===== config.mk =====
export PLATFORM = sky130hd
export DESIGN_NAME = alu_bus_sequencer
export DESIGN_NICKNAME = d
export VERILOG_FILES = /design/src/rtl/alu_bus_sequencer.sv
export SDC_FILE = /design/constraint.sdc
export NUM_CORES = 1
export LEC_CHECK = 0
export BUFFER_PORTS_ARGS = -buffer_cell sky130_fd_sc_hd__buf_2
export CAP_MARGIN = 20
export CORE_MARGIN = 1.5
export CORE_UTILIZATION = 47
export DETAILED_ROUTE_END_ITERATION = 7
export PLACE_DENSITY = 0.77
export REMOVE_ABC_BUFFERS = 1
export SLEW_MARGIN = 20
export SYNTH_ARGS = -nofsm -noshare
export SYNTH_HDL_FRONTEND = slang
export SYNTH_SLANG_ARGS = --single-unit

===== constraint.sdc =====
create_clock -name clk -period 2.3 [get_ports clk]
set_input_delay 0.575 -clock clk [delete_from_list [all_inputs] [get_ports clk]]
set_output_delay 0.575 -clock clk [all_outputs]
set_load 0.01 [all_outputs]

===== src/rtl/alu_bus_sequencer.sv =====
// Command sequencer for the 4-register / ALU datapath: steps the shared 4-bit bus
// through operand reads, execute and write-back, one command at a time.
module alu_bus_sequencer (
   input  logic       clk,
   input  logic       rst,
   input  logic       start,
   input  logic       cmd_imm,
   input  logic [1:0] cmd_op,
   input  logic [1:0] cmd_a,
   input  logic [1:0] cmd_b,
   input  logic [1:0] cmd_d,
   output logic       busy,
   output logic       done,
   output logic [3:0] reg_oe,
   output logic [3:0] reg_wr,
   output logic       lat_l,
   output logic       lat_r,
   output logic [1:0] alu_op,
   output logic       alu_oe,
   output logic       imm_oe,
   output logic [7:0] cmd_count
);

   typedef enum logic [2:0] {IDLE, RD_A, RD_B, WB, IMM, DONE} state_t;

   state_t     state, state_nx;
   logic [1:0] op_q, a_q, b_q, d_q;

   always_ff @(posedge clk or negedge rst) begin
      if (!rst) begin
         state     <= IDLE;
         op_q      <= '0;
         a_q       <= '0;
         b_q       <= '0;
         d_q       <= '0;
         cmd_count <= '0;
      end else begin
         state <= state_nx;
         if (state == IDLE && start) begin
            op_q <= cmd_op;
            a_q  <= cmd_a;
            b_q  <= cmd_b;
            d_q  <= cmd_d;
         end
         if (state == DONE) cmd_count <= cmd_count + 8'd1;
      end
   end

   // Outputs decode only state and captured fields, so each state owns the bus alone.
   always_comb begin
      state_nx = state;
      busy     = 1'b0;
      done     = 1'b0;
      reg_oe   = '0;
      reg_wr   = '0;
      lat_l    = 1'b0;
      lat_r    = 1'b0;
      alu_op   = '0;
      alu_oe   = 1'b0;
      imm_oe   = 1'b0;
      case (state)
         IDLE: if (start) state_nx = cmd_imm ? IMM : RD_A;
         RD_A: begin
            busy        = 1'b1;
            reg_oe[a_q] = 1'b1;
            lat_l       = 1'b1;
            alu_op      = op_q;
            state_nx    = RD_B;
         end
         RD_B: begin
            busy        = 1'b1;
            reg_oe[b_q] = 1'b1;
            lat_r       = 1'b1;
            alu_op      = op_q;
            state_nx    = WB;
         end
         WB: begin
            busy        = 1'b1;
            alu_oe      = 1'b1;
            reg_wr[d_q] = 1'b1;
            alu_op      = op_q;
            state_nx    = DONE;
         end
         IMM: begin
            busy        = 1'b1;
            imm_oe      = 1'b1;
            reg_wr[d_q] = 1'b1;
            state_nx    = DONE;
         end
         DONE: begin
            done     = 1'b1;
            state_nx = IDLE;
         end
         default: state_nx = IDLE;
      endcase
   end

endmodule

-- Word level (Yosys, flattened, before mapping)
Index checks and enable logic that the tools add are counted.
- bits in registers: 19
- output and inout bits: 24
- add/sub/neg operators: 1
- $lt $le $gt $ge: 6
- eq/ne operators: 6
- multiplexer cells: 18
- reductions and logical operators: 8
- operators with widths (kind ; number):
    $pmux 3 s4 ; 1
    $lt 2x3->1 const B ; 3
    $mux 1 ; 9
    $add 8x1->8 const B ; 1
    $pmux 4 s2 ; 1
    $demux 1 s2 ; 3
    $eq 3x2->1 const B ; 2
    $eq 3x3->1 const B ; 2
    $ge 2x1->1 const B ; 3
    $mux 3 ; 2
    $logic_and 1x1->1 ; 4
    $mux 4 ; 1
    $reduce_or 4->1 ; 1
    $eq 3x1->1 const B ; 1
    $logic_not 3->1 ; 1
    $reduce_or 3->1 ; 1
    $mux 2 ; 1
    $ne 2x2->1 const B ; 1
    $reduce_or 2->1 ; 1

-- Depth between registers and ports, before layout
- depth after elaboration: 5
- depth in mapped cells: 5
- gate-level depth less buffers: 4

-- Worst setup path before layout
No wires, ideal clock.
- path kind: reg2out
- from: reg state[0]
- to: out reg_oe[1]
- arrival time: 1.400 ns
- required time: 1.725 ns
- slack: 0.325 ns
- stages on the path, launching flop included: 6
- buffers on the path: 1
- cells stage by stage: dfrtp_1 -> buf_4 -> or3b_2 -> inv_1 -> nand2_1 -> o22ai_1
- word-level cells in the longest chain between the ends: 2
- RTL lines (what ; RTL line ; text):
    start, declared ; 26 ; state_t state, state_nx;
    start signal, assigned ; 38 ; state <= state_nx;
    $eq 3x2->1 or $eq 3x1->1 (tied branches) ; 61 ; case (state)
    $pmux 4 s2 * ; 61 ;
    end, declared ; 14 ; output logic [3:0] reg_oe,
Every way passes the cells marked *; elsewhere a longest branch is shown, timed or not.

-- Final worst setup path
- from: reg state[2]
- to: out reg_oe[0]
Same word-level chain as after synthesis.

==> summary.md <==
The tools report the capturing element type of the critical path as a primary output. For this run, design rule violations remaining after detail routing come to 0. The count of state elements after synthesis works out to 19. The maximum level of the CTS H-tree is 1, and the final worst-path setup slack is 0.150 ns.

The area fraction of the dominant cell type after synthesis came out at 0.493. Critical path class: flip-flop to primary output. In this run the worst path has a maximum fanout of 12.

In this run the core area contains 16 standard-cell rows. The number of placed instances, taps included, is 152. The pin count of the biggest net entering global routing was 20; the number of antenna violations at the first check in global routing was 0.

For the worst-skew pair, the clock arrives at the later sink with an insertion delay of 0.29 ns. Once the clock tree was built, the setup fixing pass inserted 0 buffers. Static timing analysis puts the maximum clock frequency at 465 MHz. The initial core utilization was 0.497. The biggest area contributor in the post-synthesis netlist is sky130_fd_sc_hd__dfrtp_1. The met3 global-route usage was 0.0247; the total standard cell area after synthesis was 965 um2.

After technology mapping, the gate count stands at 89. For the fraction of the yosys area taken by sequential cells, the log shows 0.493. The worst setup path is launched from a flip-flop. The clock passes through at most 2 buffers.

The run gives 0.399 ns as the worst-case setup slack after placement. The first-iteration detailed-routing DRC count came out at 11. The clock net in this run drives a total of 19 sinks.

Between clock sinks in the finished design, the worst skew comes to 0.00352 ns. The number of clock buffers added by TritonCTS is 3. The logs give 3390 um for the wire length of the first global-routing pass and 1.47 mW for the overall power of the completed layout. The global routing met2 resource utilization came out at 0.315. The number of port buffers came out at 35.

Cell repeated most along the worst path: sky130_fd_sc_hd__buf_4. The min-delay analysis places its worst path in the category input port to async pin. The count of buffer and inverter cells on the critical path is 3.

The flow ran to the end, and the final reports show no timing, DRC or antenna violations. The busiest layer in global routing is met2. For the critical path required time, the log shows 1.73 ns.

The area growth from synthesis to layout is 25.9%. The logs give 0.180 for the aggregate global-route resource usage and 1430 um for the HPWL reported at the end of detailed placement. The mean area per synthesized cell came out at 10.8 um2. The slowest stage cell on the critical path is sky130_fd_sc_hd__dfrtp_1. After detailed routing, the average wire length per cell comes to 11.7 um. During synthesis, Yosys emitted a total of 0 warnings. For the total negative slack for setup checks, the log shows 0 ns. The number of distinct library cell variants in the gate-level netlist after synthesis is 29.

Category of cells accounting for the largest share of critical-path delay: buffers and inverters. The proportion of layout cells with a drive suffix above 1 came out at 0.426. The first detailed-routing pass ran for 4 iterations. Setup violations remaining at the end of the flow were counted as 0. Cell leakage power: 0.659 nW. In this run the vertical extent of the chip is 48.3 um. The synthesized design contains 0 enable-type register cells. The final core utilization came out at 0.626. Once layout is complete, the cells apart from fillers number 156.

For this design the ratio of total power to cell area is 1210 mW/mm2. In the synthesized netlist, the cells that appear most often are sky130_fd_sc_hd__dfrtp_1, sky130_fd_sc_hd__mux2_2, sky130_fd_sc_hd__nand2_1, sky130_fd_sc_hd__nor2_1, sky130_fd_sc_hd__o21ai_0. The critical path starts at state[2]$_DFFE_PN0P_. The share of the cycle needed by the critical path after routing works out to 0.935. The floorplan step defined a die boundary enclosing 0.00233 mm2.

Traced cell by cell, the critical path runs through buf_4 > nor3b_2 > buf_4 > nand2_1 > o32ai_1 > buf_2. VDD sags by at most 0.798 mV. For the worst flop-to-flop path, the logic depth is 3.

The overall routed net length was 1820 um; the overall die width was 48.3 um. In this run the number of cells on the critical path is 6. For the number of global-route vias before repair, the log shows 778.

The number of antenna diodes in the final layout is 0. The tools report the launch point of the worst reg-to-reg path as state[2]$_DFFE_PN0P_. The tools report the tightest slew margin relative to the limit as 0.590.

TritonCTS built the clock tree. The proportion of synthesized flip-flops having asynchronous set or reset is 1.00. Setup repair after global routing left no endpoint under its margin.

Predominant post-synthesis flop cell: sky130_fd_sc_hd__dfrtp_1. Clock-pin slew was measured on the worst setup and hold paths at 0.11 ns. For the global-route track usage on met1, the log shows 0.229.

The cell with the most instances after synthesis is sky130_fd_sc_hd__dfrtp_1. By area the synthesized netlist is led by sky130_fd_sc_hd__dfrtp_1, sky130_fd_sc_hd__mux2_2, sky130_fd_sc_hd__o21ai_0. The number of top-level design ports is 36, and the final hold violation count is 0. Across the run, the number of max-cap violations was 0.

At the worst endpoint, the arrival time is 1.58 ns. The net count of the finished layout is 143. The core outline area was 0.00194 mm2. The detail route stage leaves a number of antenna-violating nets equal to 0. The clock period minus worst slack was 2.15 ns; the transition time at the pin with the least slew margin was 0.612 ns. Total via count after detailed routing: 763. In this run the register-to-register setup slack is 0.61 ns. For this run, the slowest stage of the critical path takes 0.40 ns. Global route total overflow: 0. Buffer type at the clock tree root: sky130_fd_sc_hd__clkbuf_4. Dividing the detail-routed via count by the number of cells gives 4.89. For the final weighted congestion in routability-driven placement, the log shows 0.801. The tools report the count of pins over their slew limit as 0.
==> layout by cell type (no fill, tap or decap), types with 2 or more instances in the layout <==
cell                       instances
sky130_fd_sc_hd__buf_4             4
sky130_fd_sc_hd__clkbuf_4          3
sky130_fd_sc_hd__xnor2_1           4
sky130_fd_sc_hd__inv_1             5
sky130_fd_sc_hd__nand3_1           5
sky130_fd_sc_hd__o21ai_0           7
sky130_fd_sc_hd__nor2_1            7
sky130_fd_sc_hd__nor3b_2           2
sky130_fd_sc_hd__nor3b_1           2
sky130_fd_sc_hd__a21o_1            2
sky130_fd_sc_hd__mux2_2            7
sky130_fd_sc_hd__nand2_1           7
sky130_fd_sc_hd__nor3_1            2
sky130_fd_sc_hd__buf_2            35
sky130_fd_sc_hd__xor2_1            4
sky130_fd_sc_hd__dfrtp_1          19
==> final cells by class <==
cell class,instances,area (um2)
inverters,5,18.8
clock inverters,1,5.00
repair buffers,39,205
clock buffers,3,22.5
well taps,27,33.8
flip-flops and latches,19,475
fillers,190,727
multi-input cells,62,454
==> logic make-up (layout without fill, tap and decap cells) <==
logic type / after synthesis / in the layout / synth area share
flops: 19 / 19 / 0.493
compound gates: 12 / 12 / 0.0778
xor+xnor: 8 / 8 / 0.0726
buf+inv: 8 / 48 / 0.0441
simple gates: 34 / 34 / 0.218
mux: 7 / 7 / 0.0817
fa+ha+maj: 1 / 1 / 0.0130
==> report_power, final <==
part           total [mW]  internal, mW  leakage (nW)  switching (mW)
clock               0.165        0.0646        0.0177           0.101
sequential          0.582         0.464         0.238           0.118
combinational       0.725         0.355         0.403           0.370
==> worst paths after layout <==
check | end
min in group clk | cmd_count[7]$_DFFE_PN0P_
setup reg to reg | op_q[0]$_DFFE_PN0P_
setup / recovery | reg_oe[0]
hold / removal | state[2]$_DFFE_PN0P_
max in group asynchronous | state[1]$_DFFE_PN0P_
hold reg to reg | cmd_count[7]$_DFFE_PN0P_
==> state kept, by name, indices dropped and copies added (netlist names) <==
| signal | cells |
|---|---|
| op_q | 2 |
| d_q | 2 |
| cmd_count | 8 |
| b_q | 2 |
| a_q | 2 |
| state | 3 |
==> routing by layer <==
metal / wire, um / up-vias / share of wire
met1: 827 / 353 / 0.45
li1: - / 391 / -
met4: 23 / 0 / 0.013
met3: 69 / 4 / 0.038
met5: 0 / - / 0
met2: 899 / 15 / 0.49
==> stage by stage <==
step / hold WS, ns / instance area [um2]
after detailed placement: 0.470 / 1180
after floorplan: 0.279 / 941
after global placement: 0.450 / 1180
after CTS: 0.215 / 1210
after global routing: 0.232 / 1210
final: 0.199 / 1210
==> repair_timing <==
action                     CTS  global route
setup endpoints to repair    0             2
hold buffers                 0             0
resized for setup            0             2
(Power assumes the default switching activity.)
